--- src/rtl/target_hit_detector_pkg.sv ---
// Shared types and constants for the target hit detector.
package target_hit_detector_pkg;

  typedef enum logic [1:0] {
    ST_IDLE       = 2'd0,
    ST_WAIT_CLEAR = 2'd1,
    ST_ARMED      = 2'd2,
    ST_HIT        = 2'd3
  } hit_state_t;

  localparam int NUM_PHOTO_DEFAULT = 10;
  localparam int DEBOUNCE_CNT_W    = 8;
  localparam int TARGET_W          = 4;
  localparam int TOTAL_W           = 16;

endpackage

--- src/rtl/target_hit_detector_photo_debounce.sv ---
// One photo channel: 2-flop synchronizer followed by a stable-sample debounce counter.
module photo_debounce
  import target_hit_detector_pkg::*;
#(
  parameter int DEBOUNCE_CYCLES = 16
) (
  input  logic clock,
  input  logic reset,
  input  logic raw,
  output logic clean
);

  localparam logic [DEBOUNCE_CNT_W-1:0] LIMIT = DEBOUNCE_CNT_W'(DEBOUNCE_CYCLES);

  logic                      sync1;
  logic                      sync2;
  logic [DEBOUNCE_CNT_W-1:0] cnt;

  // The counter only runs while the synced level disagrees with the clean level.
  always_ff @(posedge clock or negedge reset) begin
    if (!reset) begin
      sync1 <= 1'b0;
      sync2 <= 1'b0;
      cnt   <= '0;
      clean <= 1'b0;
    end else begin
      sync1 <= raw;
      sync2 <= sync1;
      if (sync2 == clean) begin
        cnt <= '0;
      end else if (cnt + 1'b1 == LIMIT) begin
        clean <= ~clean;
        cnt   <= '0;
      end else begin
        cnt <= cnt + 1'b1;
      end
    end
  end

endmodule

--- src/rtl/target_hit_detector.sv ---
// Photo-array hit detector with two independent target FSMs.
// Define HIT_COUNTER_EN to add the saturating total_hits counter port.
module target_hit_detector
  import target_hit_detector_pkg::*;
#(
  parameter int DEBOUNCE_CYCLES = 16,
  parameter int NUM_PHOTO       = NUM_PHOTO_DEFAULT
) (
  input  logic                 clock,
  input  logic                 reset,
  input  logic [NUM_PHOTO-1:0] photo_array,
  input  logic [TARGET_W-1:0]  target_a,
  input  logic [TARGET_W-1:0]  target_b,
  output logic [NUM_PHOTO-1:0] photo_clean,
  output logic                 hit_a,
  output logic                 hit_b,
  output logic                 hit_pulse_a,
  output logic                 hit_pulse_b,
  output logic [1:0]           state_a,
  output logic [1:0]           state_b
`ifdef HIT_COUNTER_EN
  ,
  output logic [TOTAL_W-1:0]   total_hits
`endif
);

  for (genvar i = 0; i < NUM_PHOTO; i++) begin : g_photo
    photo_debounce #(
      .DEBOUNCE_CYCLES(DEBOUNCE_CYCLES)
    ) u_photo_debounce (
      .clock(clock),
      .reset(reset),
      .raw  (photo_array[i]),
      .clean(photo_clean[i])
    );
  end

  logic [1:0]      hit_vec;
  logic [1:0]      pulse_vec;
  logic [1:0][1:0] state_vec;

  for (genvar g = 0; g < 2; g++) begin : g_fsm
    logic [TARGET_W-1:0] tgt;
    logic [TARGET_W-1:0] prev;
    hit_state_t          st;
    hit_state_t          st_next;
    logic                hit_q;
    logic                hit_next;
    logic                pulse_q;
    logic                pulse_next;
    logic                change;
    logic                valid;
    logic                beam;

    assign tgt    = (g == 0) ? target_a : target_b;
    assign change = (tgt != prev);
    assign valid  = (int'(tgt) < NUM_PHOTO);

    always_comb begin
      beam = 1'b0;
      for (int i = 0; i < NUM_PHOTO; i++) begin
        if (int'(tgt) == i) beam = photo_clean[i];
      end
    end

    always_ff @(posedge clock or negedge reset) begin
      if (!reset) begin
        prev    <= '0;
        st      <= ST_IDLE;
        hit_q   <= 1'b0;
        pulse_q <= 1'b0;
      end else begin
        prev    <= tgt;
        st      <= st_next;
        hit_q   <= hit_next;
        pulse_q <= pulse_next;
      end
    end

    // A retarget overrides any hit seen in the same cycle.
    always_comb begin
      st_next    = st;
      hit_next   = hit_q;
      pulse_next = 1'b0;
      if (change) begin
        hit_next = 1'b0;
        st_next  = valid ? ST_WAIT_CLEAR : ST_IDLE;
      end else begin
        case (st)
          ST_IDLE: st_next = ST_IDLE;
          ST_WAIT_CLEAR: begin
            if (!beam) st_next = ST_ARMED;
          end
          ST_ARMED: begin
            if (beam) begin
              st_next    = ST_HIT;
              hit_next   = 1'b1;
              pulse_next = 1'b1;
            end
          end
          ST_HIT: st_next = ST_HIT;
          default: st_next = ST_IDLE;
        endcase
      end
    end

    assign hit_vec[g]   = hit_q;
    assign pulse_vec[g] = pulse_q;
    assign state_vec[g] = st;
  end

  assign hit_a       = hit_vec[0];
  assign hit_b       = hit_vec[1];
  assign hit_pulse_a = pulse_vec[0];
  assign hit_pulse_b = pulse_vec[1];
  assign state_a     = state_vec[0];
  assign state_b     = state_vec[1];

`ifdef HIT_COUNTER_EN
  logic [TOTAL_W:0] total_sum;

  assign total_sum = {1'b0, total_hits} + (TOTAL_W + 1)'(hit_pulse_a)
                   + (TOTAL_W + 1)'(hit_pulse_b);

  always_ff @(posedge clock or negedge reset) begin
    if (!reset) begin
      total_hits <= '0;
    end else begin
      total_hits <= total_sum[TOTAL_W] ? {TOTAL_W{1'b1}} : total_sum[TOTAL_W-1:0];
    end
  end
`endif

endmodule

--- config.mk ---
export PLATFORM = sky130hd
export DESIGN_NAME = target_hit_detector
export DESIGN_NICKNAME = d
export VERILOG_FILES = /design/src/rtl/target_hit_detector_pkg.sv /design/src/rtl/target_hit_detector_photo_debounce.sv /design/src/rtl/target_hit_detector.sv
export SDC_FILE = /design/constraint.sdc
export NUM_CORES = 1
export LEC_CHECK = 0
export ABC_AREA = 1
export CELL_PAD_IN_SITES_DETAIL_PLACEMENT = 1
export CELL_PAD_IN_SITES_GLOBAL_PLACEMENT = 2
export CORE_UTILIZATION = 38
export CTS_CLUSTER_SIZE = 10
export DETAILED_ROUTE_END_ITERATION = 12
export DONT_BUFFER_PORTS = 1
export PLACE_DENSITY = 0.84
export SETUP_SLACK_MARGIN = 0.15
export SYNTH_ARGS = -nofsm -noshare
export SYNTH_HDL_FRONTEND = slang
export SYNTH_SLANG_ARGS = --single-unit
--- constraint.sdc ---
create_clock -name clock -period 1.9 [get_ports clock]
set_input_delay 0.38 -clock clock [delete_from_list [all_inputs] [get_ports clock]]
set_output_delay 0.38 -clock clock [all_outputs]
set_load 0.05 [all_outputs]
==> impl_metrics.yaml <==
run_status:
  outcome: "complete, but fails checks"
  failed_checks: "hold timing"
sta:
  maxSlewViolCount: 0
  finalHoldViolCount: 126
  tightestPinTransition_ns: 0.571
  relSlewSlack_pct: 61.9
  rsz0062_at_grt: "no"
  period_needed_ns: 1.58
  max_freq_ghz: 0.632
  timing.final.crit_share_pct: 83.3
  finalWorstSetupSlack_ns: 0.318
  holdWs_ns: -0.341
  setup_tns_ns: 0
  setup_violations: 0
  skew_ns: 0.00792
critical_path:
  crit_chain: "ha_1 -> nand2_1 -> inv_1 -> nand3_1 -> nand2_1 -> nor2_1 -> nand4_1 -> nand2_1 -> nor2_1"
  crit_start: "g_photo[7].u_photo_debounce.cnt[0]$_DFF_PN0_"
  cp.required_ns: 2.21
  start_kind: "flip-flop"
  critPathMostFrequentCell: "nand2_1"
  max_stage_delay_ns: 0.45
  reg2reg_from: "g_photo[7].u_photo_debounce.cnt[0]$_DFF_PN0_"
  critical_path.top_delay_family: "simple AND/OR/NAND/NOR gates"
  setup.worst_path.class: "flip-flop to flip-flop"
  cp_num_buf_inv: 1
  endpoint_kind: "flip-flop"
  crit_arrival_ns: 1.89
  slowest_stage: "dfrtp_2"
  cp_max_fo: 7
cts:
  cts_buffers: 17
  tritoncts: "built"
  clock_path_buffers: 2
  clk_pin_slew_worst_paths_ns: 0.06
  cts-root-buf: "clkbuf_16"
  clkSinkCount: 126
  ctsHoldBuffers: 18
  htreeDepth: 4
  clock_latency_ns: 0.42
route:
  antenna_left: 0
  first_pass_iters: 4
  routed_wl_um: 15200
  drc: 0
  first_iter_violations: 179
  vias: 5098
  viasPerCell: 4.83
  post_drt_wl_per_cell_um: 14.4
global_routing:
  grt-ovfl-total: 0
  antenna_found_initial: 0
  use_met2_pct: 35.4
  grtUsageTotal_pct: 19.9
  top_usage_layer: "met2"
  first_global_vias: 5532
  grt_max_degree: 127
  use_met1_pct: 22.8
  use_met3_pct: 5.66
  grt_pass1_wl_um: 26100
power_and_ir_drop:
  p_sw_share_pct: 22.5
  vdd_ir_drop_max_mv: 0.658
  p_comb_share_pct: 4.4
  p_leak_nw: 3.73
  p_seq_share_pct: 44.2
  p_total_mw: 6.48
  p_clk_share_pct: 51.4
  switchingPower_mw: 1.46
  powerDensity_nw_per_um2: 871
  internal-power_mw: 5.02
final_layout:
  nets: 857
  instances_no_fill: 1055
  fillers: 1942
  antenna_cells: 0
  final_cell_mix: "nand2_1, dfrtp_1, inv_1"
  drive_above_1_share_pct: 12.5
  final_common_cell: "nand2_1"
  area_growth_pct: 18.2
floorplanning:
  dieHeight_um: 131
  io_pins: 38
  die_x_um: 131
  die_area_sq_um: 17100
  rows: 46
  initial_core_util_pct: 39.3
  core_sq_um: 16000
place:
  hpwl_um: 10800
  pre_cts_ws_ns: 0.303
  io_buffers: 0
  dp.cells: 1004
  gp_congestion: 0.778
logic_synthesis:
  syn_area_sq_um: 6290
  synth.distinct_cells: 27
  syn_avg_cell_area_sq_um: 8.07
  synth_fp_nets: 809
  ys_ff_latch: 126
  synth_cells: 779
  yosysSeqAreaShare_pct: 50.1
  yosysWarnings: 0
flow_run:
  maxCapViolCount: 0
min_path:
  hold_path.class: "input pin to async pin"
flip-flops by register name (all words and copies together), names as in the netlist, 2 cells and up:
register / count
state_b: 2
g_photo.u_photo_debounce.sync2: 10
g_photo.u_photo_debounce.sync1: 10
g_photo.u_photo_debounce.cnt: 80
g_photo.u_photo_debounce.clean: 10
g_fsm.prev: 8
state_a: 2
routing by layer:
| layer | up-vias | routed length [um] | part of all wire (%) |
|---|---|---|---|
| met5 | - | 0 | 0 |
| met4 | 0 | 218 | 1.4 |
| met3 | 19 | 516 | 3.4 |
| met2 | 51 | 7880 | 52 |
| met1 | 2505 | 6550 | 43 |
| li1 | 2523 | - | - |
cells by family (layout without fill, tap and decap cells):
group / after synthesis / after routing / synth area share [%]
AO/OA/AOI/OAI: 44 / 44 / 3.72
XOR/XNOR: 27 / 27 / 3.76
adder cells (fa/ha/maj): 10 / 10 / 1.99
buffers and inverters: 122 / 182 / 7.94
flip-flops: 126 / 126 / 50.1
AND/OR/NAND/NOR: 450 / 450 / 32.5
power by group through the flow:
stage,Clock [mW],Combinational [mW],Sequential [mW]
after floorplan,0,0.180,2.90
after global routing,3.50,0.327,2.88
after global placement,0,0.234,2.91
after CTS,3.40,0.285,2.87
after detailed placement,0,0.248,2.91
final,3.33,0.283,2.87
timing repair:
item,4_1_cts,5_1_grt
hold endpoints to repair,144,126
gates resized for setup,0,6
endpoints found under the setup margin,0,11
buffers inserted,0,2
through the flow:
step / cell area [sq um] / hold WS [ns] / utilization [%]
2_1_floorplan: 6290 / 0.0844 / -
3_3_place_gp: 6630 / 0.0903 / 41.4
3_5_place_dp: 6630 / 0.0902 / 41.4
4_1_cts: 7410 / -0.361 / 46.3
5_1_grt: 7440 / -0.362 / 46.5
6_report: 7440 / -0.341 / 46.5
final timing paths:
check / end / slack (ns) / depth (start not counted)
setup / recovery: g_photo[7].u_photo_debounce.cnt[0]$_DFF_PN0_ / 0.32 / 9
hold / removal: g_photo[3].u_photo_debounce.cnt[7]$_DFF_PN0_ / -0.34 / 0
setup reg to reg: g_photo[7].u_photo_debounce.cnt[0]$_DFF_PN0_ / 0.32 / 9
hold reg to reg: g_photo[8].u_photo_debounce.sync2$_DFF_PN0_ / 0.35 / 0
max in group asynchronous: g_photo[4].u_photo_debounce.cnt[0]$_DFF_PN0_ / 1.96 / 0
min in group clock: state_b[0]$_DFFE_PN0P_ / 0.23 / 3
final cells by class:
cell class | instances | area (sq um) | share of cell area [%]
inverter | 111 | 417 | 5.60
timing repair buffer | 40 | 345 | 4.64
sequential | 126 | 3160 | 42.5
multi-input combinational | 531 | 2650 | 35.6
tap | 216 | 270 | 3.63
clock buffer | 21 | 460 | 6.19
clock inverter | 10 | 139 | 1.87
Yosys cell counts (all sizes together):
cell type | number | area (sq um)
inv | 111 | 417
o21bai | 4 | 30.0
nand2 | 227 | 875
nor3b | 6 | 45.0
o22ai | 1 | 6.26
and2 | 1 | 6.26
o211ai | 1 | 7.51
nand4 | 26 | 163
or2 | 1 | 6.26
nor3 | 4 | 25.0
a21oi | 27 | 135
nand3 | 46 | 245
nor2 | 127 | 587
xor2 | 12 | 105
buf | 11 | 82.6
nand3b | 12 | 90.1
dfrtp | 126 | 3150
o21ai | 11 | 55.1
xnor2 | 15 | 131
ha | 10 | 125
Power figures use the tool's default switching activity.
